**config.mk**
```make
export PLATFORM = sky130hd
export DESIGN_NAME = dmem_arb
export DESIGN_NICKNAME = d
export VERILOG_FILES = /design/src/rtl/dmem_arb.sv
export SDC_FILE = /design/constraint.sdc
export NUM_CORES = 1
export LEC_CHECK = 0
export ABC_CLOCK_PERIOD_IN_PS = 2180
export BUFFER_PORTS_ARGS = -buffer_cell sky130_fd_sc_hd__buf_2
export CORE_AREA = 2 2 104 106
export CTS_CLUSTER_SIZE = 28
export DETAILED_ROUTE_END_ITERATION = 12
export DIE_AREA = 0 0 106 108
export SYNTH_ARGS = -nofsm -noshare
export SYNTH_HDL_FRONTEND = slang
export SYNTH_SLANG_ARGS = --single-unit
```
**constraint.sdc**
```tcl
create_clock -name clk -period 2.18 [get_ports clk]
set_input_delay 0.327 -clock clk [delete_from_list [all_inputs] [get_ports clk]]
set_output_delay 0.327 -clock clk [all_outputs]
set_load 0.03 [all_outputs]
```
**src/rtl/dmem_arb.sv**
```systemverilog
// Two-requester arbiter for the 32-bit data SRAM: the core LSU has priority, and
// a starvation counter forces a debug/loader slot after STARVE_LIM denied cycles.
module dmem_arb #(
   parameter int AW         = 14,
   parameter int STARVE_LIM = 8
) (
   input  logic          clk,
   input  logic          rst,
   input  logic [15:0]   core_a,
   input  logic [3:0]    core_we,
   input  logic [31:0]   core_wd,
   input  logic [3:0]    core_re,
   output logic [31:0]   core_rd,
   output logic          core_hold,
   input  logic          dbg_req,
   input  logic          dbg_wr,
   input  logic [3:0]    dbg_be,
   input  logic [15:0]   dbg_a,
   input  logic [31:0]   dbg_wd,
   output logic          dbg_gnt,
   output logic          dbg_rvld,
   output logic [31:0]   dbg_rd,
   output logic [AW-1:0] sram_a,
   output logic [3:0]    sram_we,
   output logic [31:0]   sram_wd,
   output logic [3:0]    sram_re,
   input  logic [31:0]   sram_rd
);

   localparam logic [7:0] LIM = 8'(STARVE_LIM);

   typedef enum logic [1:0] {
      OWN_NONE,
      OWN_CORE_RD,
      OWN_DBG_RD
   } own_t;

   own_t        own_q, own_d;
   logic [7:0]  wcnt_q, wcnt_d;
   logic [31:0] core_rd_q, core_rd_d;

   logic core_act;
   logic core_gnt;

   // Only the word-address bits are routed; the byte-lane bits and upper bits
   // are folded here so they do not appear as dangling inputs.
   logic unused_addr;
   assign unused_addr = ^{core_a, dbg_a};

   always_comb begin
      core_act  = (|core_we) | (|core_re);
      dbg_gnt   = !rst & dbg_req & (!core_act | (wcnt_q == LIM));
      core_hold = !rst & core_act & dbg_gnt;
      core_gnt  = !rst & core_act & !core_hold;
   end

   // SRAM request mux: debug wins only when it holds the grant.
   always_comb begin
      sram_a  = core_a[AW+1:2];
      sram_wd = core_wd;
      sram_we = 4'h0;
      sram_re = 4'h0;
      if (dbg_gnt) begin
         sram_a  = dbg_a[AW+1:2];
         sram_wd = dbg_wd;
         sram_we = dbg_wr ? dbg_be : 4'h0;
         sram_re = dbg_wr ? 4'h0 : dbg_be;
      end else if (core_gnt) begin
         sram_we = core_we;
         sram_re = core_re;
      end
   end

   always_comb begin
      wcnt_d = wcnt_q;
      if (dbg_gnt || !dbg_req) begin
         wcnt_d = 8'd0;
      end else if (wcnt_q < LIM) begin
         wcnt_d = wcnt_q + 8'd1;
      end
   end

   always_comb begin
      own_d = OWN_NONE;
      if (dbg_gnt && !dbg_wr && (|dbg_be)) begin
         own_d = OWN_DBG_RD;
      end else if (core_gnt && (|core_re)) begin
         own_d = OWN_CORE_RD;
      end
   end

   // Return path: the SRAM answers one cycle after the access, so own_q
   // tells us who issued the read that is now on sram_rd.
   always_comb begin
      dbg_rvld  = (own_q == OWN_DBG_RD);
      dbg_rd    = dbg_rvld ? sram_rd : 32'h0;
      core_rd_d = (own_q == OWN_CORE_RD) ? sram_rd : core_rd_q;
      core_rd   = core_rd_d;
   end

   always_ff @(posedge clk or posedge rst) begin
      if (rst) begin
         own_q     <= OWN_NONE;
         wcnt_q    <= 8'd0;
         core_rd_q <= 32'h0;
      end else begin
         own_q     <= own_d;
         wcnt_q    <= wcnt_d;
         core_rd_q <= core_rd_d;
      end
   end

endmodule

```
# Yosys cells after proc, flatten, opt, wreduce, memory -nomap -nowiden
# Cells that the tools add are included.
dict set report classes {
  n_lt_le_gt_ge 1
  addsub 1
  mux 14
  reduce_logical 13
  n_bitwise 7
  eq_ne 3
}
# operator count
set op_table {}
lappend op_table {{$mux W32} 3}
lappend op_table {{$mux W4} 6}
lappend op_table {{$mux W8} 2}
lappend op_table {{$mux W14} 1}
lappend op_table {{$reduce_or A4 Y1} 3}
lappend op_table {{$add A8 B1 Y8 const B} 1}
lappend op_table {{$eq A8 B4 Y1 const B} 1}
lappend op_table {{$lt A8 B4 Y1 const B} 1}
lappend op_table {{$and A1 B1 Y1} 5}
lappend op_table {{$logic_not A1 Y1} 5}
lappend op_table {{$logic_and A1 B1 Y1} 3}
lappend op_table {{$eq A2 B1 Y1 const B} 1}
lappend op_table {{$eq A2 B2 Y1 const B} 1}
lappend op_table {{$mux W2} 1}
lappend op_table {{$or A1 B1 Y1} 2}
lappend op_table {{$reduce_bool A2 Y1} 1}
lappend op_table {{$logic_or A1 B1 Y1} 1}
lappend op_table {{$mux W1} 1}
dict set report totals {
  register_bits 42
}

# Logic depth before layout (Yosys ltp)
dict set report depth {
  depth_word 11
  mapped_depth 7
}

# Least setup slack after synthesis
# Ideal clock, no wire load.
dict set report synth_path {
  path_kind {input to output}
  startpoint {in rst}
  endpoint {out sram_re[0]}
  arrival_ps 2077
  n_path_buf 1
  slack_ps -224
  path_stages 4
  path_cell_list {inv_1 o211a_1 clkbuf_1 a32o_1}
}
dict set report synth_between {
  elab_chain_len 8
  word_cells_on_any_way 9
}
# element line
set synth_lines {}
lappend synth_lines {{start: declaration} 8} ;# input logic rst,
lappend synth_lines {{$logic_not A1 Y1 (no source line) *} n/a}
lappend synth_lines {{$and A1 B1 Y1 (2 in series)} 52} ;# dbg_gnt = !rst & dbg_req & (!core_act | (wcnt_q == LIM));
lappend synth_lines {{$and A1 B1 Y1} 53} ;# core_hold = !rst & core_act & dbg_gnt;
lappend synth_lines {{$logic_not A1 Y1} 54} ;# core_gnt = !rst & core_act & !core_hold;
lappend synth_lines {{$and A1 B1 Y1} 54}
lappend synth_lines {{$mux W4} 68} ;# end else if (core_gnt) begin
lappend synth_lines {{$mux W4 *} 63} ;# if (dbg_gnt) begin
lappend synth_lines {{end: declaration} 26} ;# output logic [3:0] sram_re,
# Every way passes the cells marked *; elsewhere a longest branch is shown, timed or not.

# Worst setup path after layout
dict set report layout_path {
  startpoint {reg wcnt_q[5]}
  endpoint {out sram_wd[30]}
}
dict set report layout_between {
  elab_chain_len 4
}
# element line
set layout_lines {}
lappend layout_lines {{start: declaration} 39} ;# logic [7:0] wcnt_q, wcnt_d;
lappend layout_lines {{start signal: assignment} 108} ;# wcnt_q <= wcnt_d;
lappend layout_lines {{$eq A8 B4 Y1} 52}
lappend layout_lines {{$or A1 B1 Y1} 52}
lappend layout_lines {{$and A1 B1 Y1} 52}
lappend layout_lines {{$mux W32} 63}
lappend layout_lines {{end: declaration} 25} ;# output logic [31:0] sram_wd,
# Every way passes these cells.

==> metrics <==
slowest stage delay, CP=0.42 ns; CTS root buf=clkbuf_8; Worst slew margin=64.7%; Clk pwr share=22.2%; RSZ-0062 raised after global routing=true; Seq/Total Area, Yosys=41.3%; Final Hold Vio Count=0; crit-path leading delay family=simple AND/OR/NAND/NOR gates; pin count of the biggest net entering global routing=43; Tmin final=2.73 ns; Die Height=108 um; Max Clock Skew=0.00936 ns; full die area=0.0114 mm^2; Clock Latency Late Sink=0.29 ns; clk buf depth=2; clk slew on worst S/H paths=0.08 ns; commonest non-fill, non-tap cell in the layout=buf_2; worst-margin pin slew=0.530 ns; number of diodes=0; total track usage=14.8%; DR vias=2739; area grow syn2layout=84.2%; PortBufs=260; first-pass GRT wire length=13.4 mm; Initial Utilization=24.9%; Vias/cell=4.35; Critical Path End Type=output pin; DR iter-0 viols=55; Mapped Avg Cell Area=12.1 um^2; type of origin of the critical path=flip-flop; min-delay worst type=in2async; grt ovf=0; CORE AREA=0.0102 mm^2; worst path arrival time=2.40 ns; Final GP Congestion=0.832; Max Clock Freq=367 MHz; commonest cells after routing, fill and taps aside=buf_2 (225), mux2_2 (52), dfrtp_1 (42); Switch Pwr=0.000763 W; final wirelength=9.37 mm; Netlist Area Pre-Place=0.00255 mm^2; Remaining DRCs=0; internal cell power=0.00145 W; cts bufs inserted=5; leak pwr=2.52 nW; gate count after technology mapping=210; final design area excluding fillers=0.00469 mm^2; Place WS=-0.356 ns; clock tree sinks=42; WP data required=1.85 ns; HPWL Detailed=7.45 mm; final worst-path cycle share=125%; Die W=106 um; CP max stage cell=dfrtp_1; total placed instance area=0.00412 mm^2; I/O pins=265; initial antenna violation count=0; post-synthesis cell type count=28; #FFs+latches synth=42; CP Class=reg2out; H-Tree Depth=2; number of global-route vias before repair=2683; run status=complete, but fails checks; Comb pwr share=38.3%; crit-path max FO=22; Routed wire per std cell=14.9 um; Buf/Inv on CP=3; number of max-cap violations=0; fraction of layout cells with a size suffix above 1=78.5%; crit-path cells=nor4_4, nand4b_1, a211oi_4, buf_4, buf_16, mux2_2, buf_2; First-pass DRT Iterations=4; Switching Fraction=34.5%; Syn. warnings=0; worst setup margin=-0.548 ns; Post-Syn Nets=356; row cnt=37; Final setup viols=56; layout net count=639; Pwr Density=472 mW/mm^2; CTS tree=done; sequential share of power=39.5%; failing checks=negative setup slack; Antenna Nets Post-Route=0; peak supply drop=0.212 mV; Final Max Tran Viols=0
[cells by family after synthesis]
family / synth area share (%)
xor gates and xnor gates: 0.688
adders and majority gates: 0.983
DFF: 41.3
muxes: 34.9
buffers and inverters: 4.23
and+or+nand+nor: 13.6
AOI/OAI and AO/OA: 4.37
[per-layer routing]
layer | vias to the layer above | global-route usage, % | part of all wire (%)
met5 | - | 0 | 0
met4 | 0 | 4.42 | 1.9
met3 | 11 | 4.22 | 8.3
met2 | 155 | 27.9 | 54
met1 | 1257 | 16.0 | 36
li1 | 1316 | - | -
[synthesized netlist by cell type]
| cell | count | area [um^2] |
|---|---|---|
| buf_6 | 3 | 33.8 |
| nor2b_1 | 3 | 18.8 |
| clkbuf_1 | 5 | 18.8 |
| ha_1 | 2 | 25.0 |
| and3_1 | 1 | 6.26 |
| nor2_1 | 1 | 3.75 |
| nor3_1 | 4 | 20.0 |
| nor4_2 | 1 | 12.5 |
| xnor2_1 | 2 | 17.5 |
| mux2_1 | 31 | 349 |
| buf_4 | 2 | 15.0 |
| clkinv_1 | 1 | 3.75 |
| nor3b_1 | 5 | 37.5 |
| buf_2 | 2 | 10.0 |
| a32o_1 | 8 | 80.1 |
| and2_1 | 33 | 206 |
| a41oi_1 | 1 | 8.76 |
| nor4_1 | 2 | 12.5 |
| dfrtp_1 | 42 | 1050 |
| mux2i_1 | 1 | 10.0 |
| nand4b_1 | 1 | 8.76 |
| o211a_1 | 1 | 10.0 |
| buf_1 | 3 | 11.3 |
| nand2_1 | 1 | 3.75 |
| or4_1 | 2 | 15.0 |
| inv_1 | 4 | 15.0 |
| mux2_2 | 47 | 529 |
| a211oi_2 | 1 | 12.5 |
[sequential cells by signal, indices dropped and copies added (netlist names)]
signal     count
core_rd_q     32
own_q          2
wcnt_q         8
[layout make-up]
cell class                 count  area (um^2)
tap                          136          170
multi-input combinational    148         1510
clock buffer                   6         72.6
clock inverter                 2         13.8
inverter                       5         22.5
sequential                    42         1050
timing repair buffer         291         1850
fill                         980         5540
[through the flow]
step / setup TNS, ns / hold WS, ns / instances / power, W / utilization (%)
3_3_place_gp: -14.72 / 0.475 / 611 / 0.00167 / 40.3
5_1_grt: -34.23 / 0.265 / 630 / 0.00234 / 45.8
2_1_floorplan: 0 / 0.323 / 210 / 0.00135 / -
4_1_cts: -28.26 / 0.236 / 629 / 0.00224 / 44.7
6_report: -26.06 / 0.227 / 630 / 0.00221 / 45.8
3_5_place_dp: -16.42 / 0.483 / 611 / 0.00168 / 40.3
[tightest hold or removal path, delay by kind of cell]
family	cells	cell delay, ns
buffers and inverters	3	0.65
[timing repair]
item                       CTS  global route
pin swaps                    6             6
setup buffers                8             2
cloned                       2             2
setup endpoints to repair   56            56
hold buffers                 0             0
gates resized for setup     88            27
[power groups by stage]
stage               Sequential, W  Combinational (W)  Clock, W
floorplan                0.000887           0.000467         0
global placement         0.000887           0.000779         0
detailed placement       0.000891           0.000786         0
CTS                      0.000875           0.000840  0.000527
global route             0.000882           0.000898  0.000555
finish                   0.000874           0.000847  0.000490
[final timing paths]
| kind | from | endpoint | slack (ns) | cells after the start |
|---|---|---|---|---|
| min | rst | wcnt_q[2]$_DFFE_PP0P_ | 0.23 | 3 |
| max in group asynchronous | rst | core_rd_q[29]$_DFF_PP0_ | 1.58 | 3 |
| min reg2reg | core_rd_q[17]$_DFF_PP0_ | core_rd_q[17]$_DFF_PP0_ | 0.50 | 1 |
| min in group clk | sram_rd[12] | core_rd_q[12]$_DFF_PP0_ | 0.29 | 2 |
| max reg2reg | wcnt_q[5]$_DFFE_PP0P_ | wcnt_q[3]$_DFFE_PP0P_ | 0.27 | 8 |
| max | wcnt_q[5]$_DFFE_PP0P_ | sram_wd[30] | -0.55 | 7 |
Note: power is estimated with default switching activity, not from simulation.
